===== src/rtl/pipeline_ctrl.sv =====
// Central stall/bubble sequencer: ibus/dbus handshake FSMs, mul/div scheduler, wrong-path fetch drop.
// Latency: stall/bubble outputs are combinational from inputs and state; mul/div holds E for LAT cycles.
// Backpressure: a bus wait or mul/div run raises stalls, which outrank bubbles for the same register.
module pipeline_ctrl #(
    parameter int MULT_LAT = 4,
    parameter int DIV_LAT  = 33,
    parameter int CNT_W    = 6
) (
    input  logic clk,
    input  logic resetn,
    input  logic d_hazard,
    input  logic e_redirect,
    input  logic e_md_start,
    input  logic e_md_is_div,
    input  logic i_req_valid,
    input  logic i_addr_ok,
    input  logic i_data_ok,
    input  logic d_req_valid,
    input  logic d_addr_ok,
    input  logic d_data_ok,
    output logic i_req,
    output logic d_req,
    output logic i_drop,
    output logic stall_f,
    output logic stall_d,
    output logic stall_e,
    output logic stall_m,
    output logic bubble_d,
    output logic bubble_e,
    output logic bubble_m,
    output logic md_busy,
    output logic md_done
);

    typedef enum logic {BUS_IDLE, BUS_WAIT} bus_st_t;
    typedef enum logic [1:0] {MD_IDLE, MD_RUN, MD_DONE} md_st_t;

    localparam logic [CNT_W-1:0] MULT_CNT = CNT_W'(MULT_LAT - 1);
    localparam logic [CNT_W-1:0] DIV_CNT  = CNT_W'(DIV_LAT - 1);

    bus_st_t i_st, i_nxt, d_st, d_nxt;
    md_st_t  md_st, md_nxt;
    logic [CNT_W-1:0] md_cnt, md_cnt_nxt;
    logic drop_q, drop_nxt;

    logic i_req_c, d_req_c, i_wait, d_wait, mem_wait;
    logic md_stall, md_done_c, md_busy_c;
    logic stall_e_c, stall_d_c, i_pending, redir, i_drop_c;

    always_ff @(posedge clk or negedge resetn) begin
        if (!resetn) begin
            i_st   <= BUS_IDLE;
            d_st   <= BUS_IDLE;
            md_st  <= MD_IDLE;
            md_cnt <= '0;
            drop_q <= 1'b0;
        end else begin
            i_st   <= i_nxt;
            d_st   <= d_nxt;
            md_st  <= md_nxt;
            md_cnt <= md_cnt_nxt;
            drop_q <= drop_nxt;
        end
    end

    // An address accepted without same-cycle data leaves the bus waiting for data_ok.
    always_comb begin
        i_nxt   = i_st;
        i_req_c = 1'b0;
        i_wait  = 1'b0;
        case (i_st)
            BUS_IDLE: begin
                i_req_c = i_req_valid;
                i_wait  = i_req_valid & ~(i_addr_ok & i_data_ok);
                if (i_req_valid && i_addr_ok && !i_data_ok) i_nxt = BUS_WAIT;
            end
            BUS_WAIT: begin
                i_wait = ~i_data_ok;
                if (i_data_ok) i_nxt = BUS_IDLE;
            end
            default: i_nxt = BUS_IDLE;
        endcase
    end

    always_comb begin
        d_nxt   = d_st;
        d_req_c = 1'b0;
        d_wait  = 1'b0;
        case (d_st)
            BUS_IDLE: begin
                d_req_c = d_req_valid;
                d_wait  = d_req_valid & ~(d_addr_ok & d_data_ok);
                if (d_req_valid && d_addr_ok && !d_data_ok) d_nxt = BUS_WAIT;
            end
            BUS_WAIT: begin
                d_wait = ~d_data_ok;
                if (d_data_ok) d_nxt = BUS_IDLE;
            end
            default: d_nxt = BUS_IDLE;
        endcase
    end

    assign mem_wait = d_wait;

    // DONE leaves on ~stall_e; md_stall is 0 there, so mem_wait alone decides.
    always_comb begin
        md_nxt     = md_st;
        md_cnt_nxt = md_cnt;
        md_stall   = 1'b0;
        md_done_c  = 1'b0;
        md_busy_c  = 1'b0;
        case (md_st)
            MD_IDLE: begin
                if (e_md_start) begin
                    md_stall  = 1'b1;
                    md_busy_c = 1'b1;
                    if (!mem_wait) begin
                        md_cnt_nxt = e_md_is_div ? DIV_CNT : MULT_CNT;
                        md_nxt     = MD_RUN;
                    end
                end
            end
            MD_RUN: begin
                md_stall   = 1'b1;
                md_busy_c  = 1'b1;
                md_cnt_nxt = md_cnt - CNT_W'(1);
                if (md_cnt == CNT_W'(1)) md_nxt = MD_DONE;
            end
            MD_DONE: begin
                md_done_c = 1'b1;
                md_busy_c = 1'b1;
                if (!mem_wait) md_nxt = MD_IDLE;
            end
            default: md_nxt = MD_IDLE;
        endcase
    end

    assign stall_e_c = mem_wait | md_stall;
    assign stall_d_c = stall_e_c | d_hazard;

    // Data arriving in the redirect cycle is the delay slot, so only a still-pending fetch is marked.
    assign i_pending = (i_st == BUS_WAIT) | ((i_st == BUS_IDLE) & i_req_valid & i_addr_ok);
    assign redir     = e_redirect & ~stall_e_c;
    assign i_drop_c  = drop_q & i_data_ok;
    assign drop_nxt  = ((redir & i_pending) | drop_q) & ~i_data_ok;

    assign i_req    = resetn & i_req_c;
    assign d_req    = resetn & d_req_c;
    assign i_drop   = resetn & i_drop_c;
    assign stall_m  = resetn & mem_wait;
    assign stall_e  = resetn & stall_e_c;
    assign stall_d  = resetn & stall_d_c;
    assign stall_f  = resetn & (stall_d_c | i_wait | drop_q);
    assign bubble_m = resetn & md_stall & ~mem_wait;
    assign bubble_e = resetn & d_hazard & ~stall_e_c;
    assign bubble_d = resetn & (i_wait | i_drop_c | (drop_q & ~i_data_ok)) & ~stall_d_c;
    assign md_busy  = resetn & md_busy_c;
    assign md_done  = resetn & md_done_c;

endmodule


===== config.mk =====
export PLATFORM = sky130hd
export DESIGN_NAME = pipeline_ctrl
export DESIGN_NICKNAME = d
export VERILOG_FILES = /design/src/rtl/pipeline_ctrl.sv
export SDC_FILE = /design/constraint.sdc
export NUM_CORES = 1
export LEC_CHECK = 0
export CAP_MARGIN = 20
export CORE_MARGIN = 8
export CORE_UTILIZATION = 42
export DETAILED_ROUTE_END_ITERATION = 10
export PLACE_DENSITY = 0.73
export SLEW_MARGIN = 15
export SYNTH_ARGS = -nofsm -noshare
export SYNTH_HDL_FRONTEND = slang
export SYNTH_SLANG_ARGS = --single-unit

===== constraint.sdc =====
create_clock -name clk -period 1.9 [get_ports clk]
set_input_delay 0.38 -clock clk [delete_from_list [all_inputs] [get_ports clk]]
set_output_delay 0.38 -clock clk [all_outputs]
set_load 0.02 [all_outputs]

Word level (Yosys, flattened, before mapping)
Cells that the tools add are included.
{ "classes": {"n_addsub": 1, "n_mux": 23, "n_bitwise": 43, "reduce_logical": 11, "eq_ne": 7} }
{ "op_table": {"columns": ["operator", "count"], "rows": [
  ["bitwise AND 1 bit", 26],
  ["two-way mux 6 bit", 3],
  ["case mux 1 bit (2 select lines)", 6],
  ["case mux 6 bit (2 select lines)", 1],
  ["inverter 1 bit", 9],
  ["two-way mux 1 bit", 8],
  ["two-way mux 2 bit", 4],
  ["inequality test 2 bit, second input constant", 4],
  ["bitwise OR 1 bit", 8],
  ["equality test 6 x 1 -> 1 bit, second input constant", 1],
  ["case mux 2 bit (3 select lines)", 1],
  ["subtractor 6 x 1 -> 6 bit, second input constant", 1],
  ["logical AND 1 bit", 4],
  ["AND reduction 4 bit", 1],
  ["AND reduction 3 bit", 1],
  ["equality test 2 x 1 -> 1 bit, second input constant", 1],
  ["equality test 2 bit, second input constant", 1],
  ["logical NOT 1 bit", 2],
  ["logical NOT 2 bit", 1],
  ["nonzero test 2 bit", 1],
  ["OR reduction 2 bit", 1]
]} }
{ "totals": {"out_inout_bits": 12, "ff_bits": 11, "in_bits": 12} }

Longest topological paths before layout
Gate-level depths: netlist (run 1).
{ "logic_depth": {"word_depth": 10, "ltp_mapped": 7, "mapped_depth_nobuf": 6} }

Worst setup path before layout (run 1)
Ideal clock, no wire load.
{ "synth_timing": {"path_type": "register to output", "start": "register md_st[0]", "end": "output port stall_f", "path_stages_with_launch": 8, "t_required_ps": 1520, "arrival_time_ps": 1699, "n_path_buf": 1, "setup_slack_ps": -179, "path_cell_list": "dfrtp_1 > inv_1 > ha_1 > clkbuf_1 > o21ai_0 > o211ai_1 > o21a_1 > nand2b_1"} }
{ "synth_between": {"elab_chain_len": 7} }
{ "synth_lines": {"columns": ["element", "line", "source"], "rows": [
  ["start: declaration", "42", "md_st_t md_st, md_nxt;"],
  ["start signal: assignment", "60", "md_st <= md_nxt;"],
  ["equality test 2 x 1 -> 1 bit / logical NOT 2 bit (equally long branches)", "112", "case (md_st)"],
  ["case mux 1 bit (2 select lines) (*)", "112", null],
  ["bitwise OR 1 bit (*)", "138", "assign stall_e_c = mem_wait | md_stall;"],
  ["bitwise OR 1 bit (*)", "139", "assign stall_d_c = stall_e_c | d_hazard;"],
  ["bitwise OR 1 bit (*) (2 in a row)", "153", "assign stall_f = resetn & (stall_d_c | i_wait | drop_q);"],
  ["bitwise AND 1 bit (*)", "153", null],
  ["end: declaration", "24", "output logic stall_f,"]
]} }
Mark *: on every way between the ends. The rest lies on a longest branch, timed or not.

Final worst setup path (run 1)
Ends and elaborated chain as after synthesis.

==> results of run 1 <==
synthesized netlist by cell type, types with 2 or more instances:
| cell type | instances |
|---|---|
| o21ai_0 | 7 |
| nand2b_1 | 4 |
| nor2_1 | 7 |
| clkbuf_1 | 2 |
| mux2i_1 | 2 |
| nand2_1 | 11 |
| inv_1 | 7 |
| or3_1 | 2 |
| and3_1 | 3 |
| and2_1 | 3 |
| o21a_1 | 3 |
| or2_2 | 2 |
| a21boi_0 | 2 |
| ha_1 | 8 |
| dfrtp_1 | 11 |
| a21oi_1 | 5 |
worst register-to-register path: cells and delay by family (launching register included):
family | cells | cell delay [ns]
multiplexers | 1 | 0.29
flip-flops | 1 | 0.38
AO/OA/AOI/OAI | 1 | 0.22
AND/OR/NAND/NOR | 2 | 0.75
buffers and inverters | 1 | 0.19
metal layers:
| metal | part of all wire (%) | routed length (um) | track usage [%] |
|---|---|---|---|
| met1 | 43 | 1170 | 16.8 |
| met2 | 49 | 1320 | 27.1 |
| met3 | 7.0 | 188 | 2.97 |
| met4 | 0.81 | 22 | 4.98 |
| met5 | 0 | 0 | 0 |
flip-flops by register name, indices dropped and copies added, names as in the netlist:
signal and count:
md_cnt 6, md_st 2, d_st 1, drop_q 1
i_st 1
repair_timing:
| action | CTS | global route |
|---|---|---|
| cloned | 0 | 1 |
| buffers inserted | 6 | 2 |
| pin swaps | 8 | 4 |
| hold buffers | 0 | 0 |
| endpoints found under the setup margin | 16 | 14 |
| resized for setup | 78 | 11 |
logic make-up (layout without fill, tap and decap cells):
logic type                 after synthesis  count (layout)  share of synthesized area [%]
AOI/OAI and AO/OA                       26              26                           20.8
buffers and inverters                    9              72                           4.06
adders and majority gates                8               8                           12.0
muxes                                    4               4                           5.11
and+or+nand+nor                         39              39                           25.0
DFF                                     11              11                           33.1
placed cells by master (no fill, tap or decap), drive strengths merged, types with 2 or more instances in the layout:
cell type      instances
clkbuf                 4
dlygate4sd2            3
o21ai                  8
inv                    7
buf                   49
or3                    2
clkdlybuf4s50          7
nand2b                 4
and3                   3
nor2                   7
or2                    2
a21boi                 2
and2                   3
mux2i                  2
o21a                   3
dfrtp                 11
nand2                 11
a21oi                  5
mux2                   2
ha                     8
power groups by stage:
stage                     Clock [uW]  Combinational, uW  Sequential [uW]
after floorplan                    0                631              399
after global placement             0               1120              387
after detailed placement           0               1170              394
after CTS                        170               1350              396
after global routing             179               1580              408
final                            163               1450              397
area by class of cell:
cell class / count / area share [%]
tap: 27 / 2.27
inverter: 7 / 1.76
sequential: 11 / 18.6
multi-input combinational: 77 / 41.7
timing repair buffer: 61 / 33.9
clock buffer: 4 / 1.76
final timing paths:
path	from	to	slack, ns	cells past startpoint
min in group asynchronous	resetn	md_st[0]	0.54	3
worst max register to register	md_cnt[4]	md_st[0]	-0.04	5
worst min-delay path	d_data_ok	d_st	0.41	2
max in group asynchronous	resetn	md_cnt[5]	1.09	4
worst max-delay path	md_st[0]	stall_f	-0.19	6
worst min register to register	md_cnt[5]	md_cnt[5]	0.56	1
per-stage QoR:
stage	setup TNS [ns]	worst slack, ns	cell area (sq um)
3_5_place_dp	-6.41	-0.645	1330
3_3_place_gp	-6.05	-0.616	1330
4_1_cts	-0.734	-0.177	1440
2_1_floorplan	-0.0386	-0.0194	860
6_report	-0.598	-0.186	1490
5_1_grt	-1.11	-0.258	1490
==> run_results.csv, run 1 <==
group,metric,value,unit
logic_synthesis,synth_seq_area_share,33.1,%
timing,grt_setup_unrepaired,"yes",
detailed_routing,drt_iter0_drc,19,
global_routing,grt_first_pass_wirelength,4220,um
layout,drive_above_1_share,47.5,%
timing,drv_slew,0,
layout,postLayoutCoreUtil,77.5,%
layout,n_antenna_cell,0,
critical_path,crit_arrival,1.71,ns
logic_synthesis,ys_seq_elements,11,
timing,min_period,2.09,ns
clock_network,ctsHtreeMaxLevel,1,
timing,setup_viol,5,
timing,fin_skew,0.00199,ns
logic_synthesis,synth.top_cell.area_share,33.1,%
critical_path,cp_max_fo,4,
critical_path,crit_chain,"ha_2 > o21ai_2 > o211ai_1 > o21a_2 > nand2b_4 > buf_6",
global_routing,track_usage,14.9,%
timing,worst_pin_slew,0.478,ns
detailed_routing,viasPerCell,5.05,
power,switching_share,39.7,%
clock_network,clk_latency,0.27,ns
clock_network,cts_tree,"yes",
detailed_routing,wl,2700,um
floorplanning,rows,16,
logic_synthesis,synthFlopType,"dfrtp_1",
critical_path,cp_num_buf_inv,1,
power,p_int,1210,uW
logic_synthesis,synth_cells,97,
timing,fin_crit_sh,110,%
timing,slew_headroom,67.8,%
floorplanning,start_util,43.3,%
timing,finalHoldViolCount,0,
critical_path,cp_slowest_stage_delay,0.44,ns
floorplanning,ios,24,
logic_synthesis,yosys_warnings,0,
logic_synthesis,synth_area_leaders,"dfrtp_1 (33%), ha_1 (12%), nand2_1 (5.0%)",
global_routing,grt_pass1_vias,947,
detailed_routing,drcViolationCount,0,
critical_path,crit_path_end_kind,"output port",
critical_path,crit_type,"flip-flop to output port",
critical_path,path_delay_family,"compound AO/OA/AOI/OAI gates",
timing,setup_ws,-0.186,ns
floorplanning,die_h,60.5,um
floorplanning,die_w,60.5,um
layout,nets,181,
job,cap_violations,0,
placed_design,hpwl,1950,um
global_routing,grt-ovfl-total,0,
clock_network,clockRootBuffer,"clkbuf_4",
layout,syn_to_final_growth,79.1,%
detailed_routing,wl_per_cell,14.4,um
clock_network,cts.clk_slew.worst_paths,0.07,ns
power,finalPower,2010,uW
floorplanning,die-area,3660,sq um
clock_network,cts_inserted_buffers,3,
outcome,status,"finished with violations",
global_routing,antenna_found_initial,0,
power,leakagePower,0.000731,uW
floorplanning,core,1920,sq um
power,clockPowerShare,8.1,%
power,p_seq_share,19.8,%
logic_synthesis,synth.largest_area_cell,"dfrtp_1",
worst_hold_path,hold_class,"primary input to flip-flop",
critical_path,crit_slowest_cell,"dfrtp_2",
logic_synthesis,synthDistinctLibCells,34,
logic_synthesis,syn_avg_cell_area,8.58,sq um
timing,fin_hold_ws,0.409,ns
layout,final_cells,187,
placed_design,dp.cells,175,
power,switchingPower,797,uW
critical_path,startpoint_type,"flip-flop",
layout,multi_input_area,622,sq um
detailed_routing,ant_nets,0,
outcome,violations,"negative setup slack",
critical_path,crit_required,1.52,ns
power,comb_power_share,72.1,%
power,powerDensity,1350,nW/um^2
logic_synthesis,syn_area,832,sq um
detailed_routing,firstDrtPassIters,4,
logic_synthesis,async_flop_share,100,%
clock_network,clockBufferDepth,2,
placed_design,port_buffers,23,
timing,fmax,479,MHz
global_routing,grt_max_degree,12,
logic_synthesis,syn_nets,117,
power,ir_drop,0.923,mV
layout,fillers,137,
logic_synthesis,synth-edff-count,0,
clock_network,cts_sinks,11,
layout,seqCellArea,277,sq um
detailed_routing,via_count,945,
placed_design,gp_congestion,0.766,
No activity file was read; power rests on OpenSTA's default activity.
==> run 2, diff against run 1 <==
CTS_CLUSTER_SIZE = 20   (was not set)
TNS_END_PERCENT = 50   (was not set)
==> run_results.csv, run 2 (synthesis results as in run 1) <==
group,metric,value,unit
global_routing,grt_max_degree,12,
detailed_routing,drt_iter0_drc,28,
critical_path,cp_max_fo,4,
critical_path,crit_required,1.52,ns
power,powerDensity,1340,nW/um^2
detailed_routing,ant_nets,0,
timing,drv_slew,0,
critical_path,crit_chain,"inv_2 > ha_2 > o21ai_2 > o211ai_1 > o21a_2 > nand2b_4 > buf_6",
global_routing,grt_first_pass_wirelength,4030,um
layout,n_antenna_cell,0,
floorplanning,rows,16,
clock_network,clockBufferDepth,2,
critical_path,cp_slowest_stage_delay,0.37,ns
placed_design,placed_area,1330,sq um
global_routing,antenna_found_initial,0,
power,clockPowerShare,8.1,%
detailed_routing,via_count,953,
critical_path,cp_num_buf_inv,2,
floorplanning,ios,24,
worst_hold_path,hold_class,"primary input to flip-flop",
clock_network,cts.clk_slew.worst_paths,0.07,ns
timing,grt_setup_unrepaired,"yes",
layout,postLayoutCoreUtil,77.7,%
placed_design,port_buffers,23,
power,ir_drop,0.928,mV
detailed_routing,firstDrtPassIters,4,
timing,fin_skew,0.00160,ns
critical_path,crit_path_end_kind,"output port",
timing,min_period,2.10,ns
detailed_routing,viasPerCell,5.07,
worst_hold_path,hold_depth,2,
timing,fin_hold_ws,0.409,ns
timing,slew_headroom,69.7,%
floorplanning,die_w,60.5,um
global_routing,track_usage,14.2,%
outcome,violations,"negative setup slack",
layout,reg_top3,"md_cnt (6), md_st (2)",
clock_network,ctsHtreeMaxLevel,1,
placed_design,gp_congestion,0.766,
timing,finalHoldViolCount,0,
detailed_routing,drcViolationCount,0,
power,leakagePower,0.000720,uW
clock_network,clockRootBuffer,"clkbuf_4",
power,p_seq_share,19.9,%
critical_path,worstSetupPathDepth,7,
clock_network,cts_hold_buf,0,
timing,fin_crit_sh,111,%
timing,setup_ws,-0.201,ns
timing,worst_pin_slew,0.455,ns
critical_path,crit_type,"flip-flop to output port",
clock_network,cts_tree,"yes",
job,cap_violations,0,
timing,setup_viol,7,
floorplanning,die-area,3660,sq um
power,switchingPower,803,uW
global_routing,grt_pass1_vias,900,
critical_path,r2r_slack,-0.09,ns
global_routing,grt-ovfl-total,0,
critical_path,startpoint_type,"flip-flop",
floorplanning,die_h,60.5,um
layout,largest-register,"md_cnt",
power,p_int,1200,uW
layout,syn_to_final_growth,79.5,%
layout,nets,182,
critical_path,crit_arrival,1.72,ns
critical_path,path_delay_family,"compound AO/OA/AOI/OAI gates",
detailed_routing,wl,2810,um
power,switching_share,40.0,%
placed_design,hpwl,1950,um
layout,final_cell_mix,"buf_4 (40), nand2_1 (11), dfrtp_1 (10), clkdlybuf4s50_1 (8), buf_6 (6)",
outcome,status,"finished with violations",
placed_design,pre_cts_ws,-0.645,ns
floorplanning,core,1920,sq um
power,comb_power_share,72.0,%
floorplanning,start_util,43.3,%
layout,layout_commonest_cell,"buf_4",
clock_network,cts_inserted_buffers,3,
timing,fmax,476,MHz
layout,largest_reg_flops,6,
critical_path,reg2reg_depth,6,
clock_network,cts_sinks,11,
layout,design_area,1490,sq um
clock_network,clk_latency,0.27,ns
detailed_routing,wl_per_cell,14.9,um
power,finalPower,2010,uW
critical_path,crit_slowest_cell,"dfrtp_1",
layout,drive_above_1_share,48.4,%
## run 2: power by group through the flow
stage / Combinational, uW / Sequential, uW / Clock (uW)
2_1_floorplan: 631 / 399 / 0
3_3_place_gp: 1120 / 387 / 0
3_5_place_dp: 1170 / 394 / 0
4_1_cts: 1260 / 394 / 170
5_1_grt: 1560 / 409 / 179
6_report: 1450 / 398 / 163
## run 2: path summary, 6_finish.rpt
| path | startpoint | end |
|---|---|---|
| worst max-delay path | md_st[1] | stall_f |
| worst min-delay path | d_data_ok | d_st |
| worst max register to register | md_st[1] | md_st[0] |
| worst min register to register | md_cnt[5] | md_cnt[5] |
| max in group asynchronous | resetn | md_cnt[5] |
| min in group asynchronous | resetn | md_st[0] |
## run 2: layer usage
metal | up-vias | global-route usage (%) | wire length (um)
met5 | - | 0 | 0
met4 | 0 | 4.98 | 22
met3 | 4 | 2.75 | 175
met2 | 24 | 25.2 | 1410
met1 | 451 | 16.6 | 1200
li1 | 474 | - | -
## run 2: stage by stage
step | std cells | TNS (ns)
after floorplan | 97 | -0.0386
after global placement | 175 | -6.05
after detailed placement | 175 | -6.41
after CTS | 183 | -0.784
after global routing | 188 | -1.24
final | 188 | -0.771
## run 2: repair_timing
action,CTS,global route
pin swaps,7,3
resized for setup,74,10
setup buffers,4,5
setup endpoints to repair,16,14
## run 2: cell type report
class | count | area [sq um]
Multi-Input combinational cell | 77 | 621
Timing Repair Buffer | 62 | 510
Fill cell | 136 | 428
Sequential cell | 11 | 277
Tap cell | 27 | 33.8
Clock buffer | 4 | 26.3
Inverter | 7 | 26.3
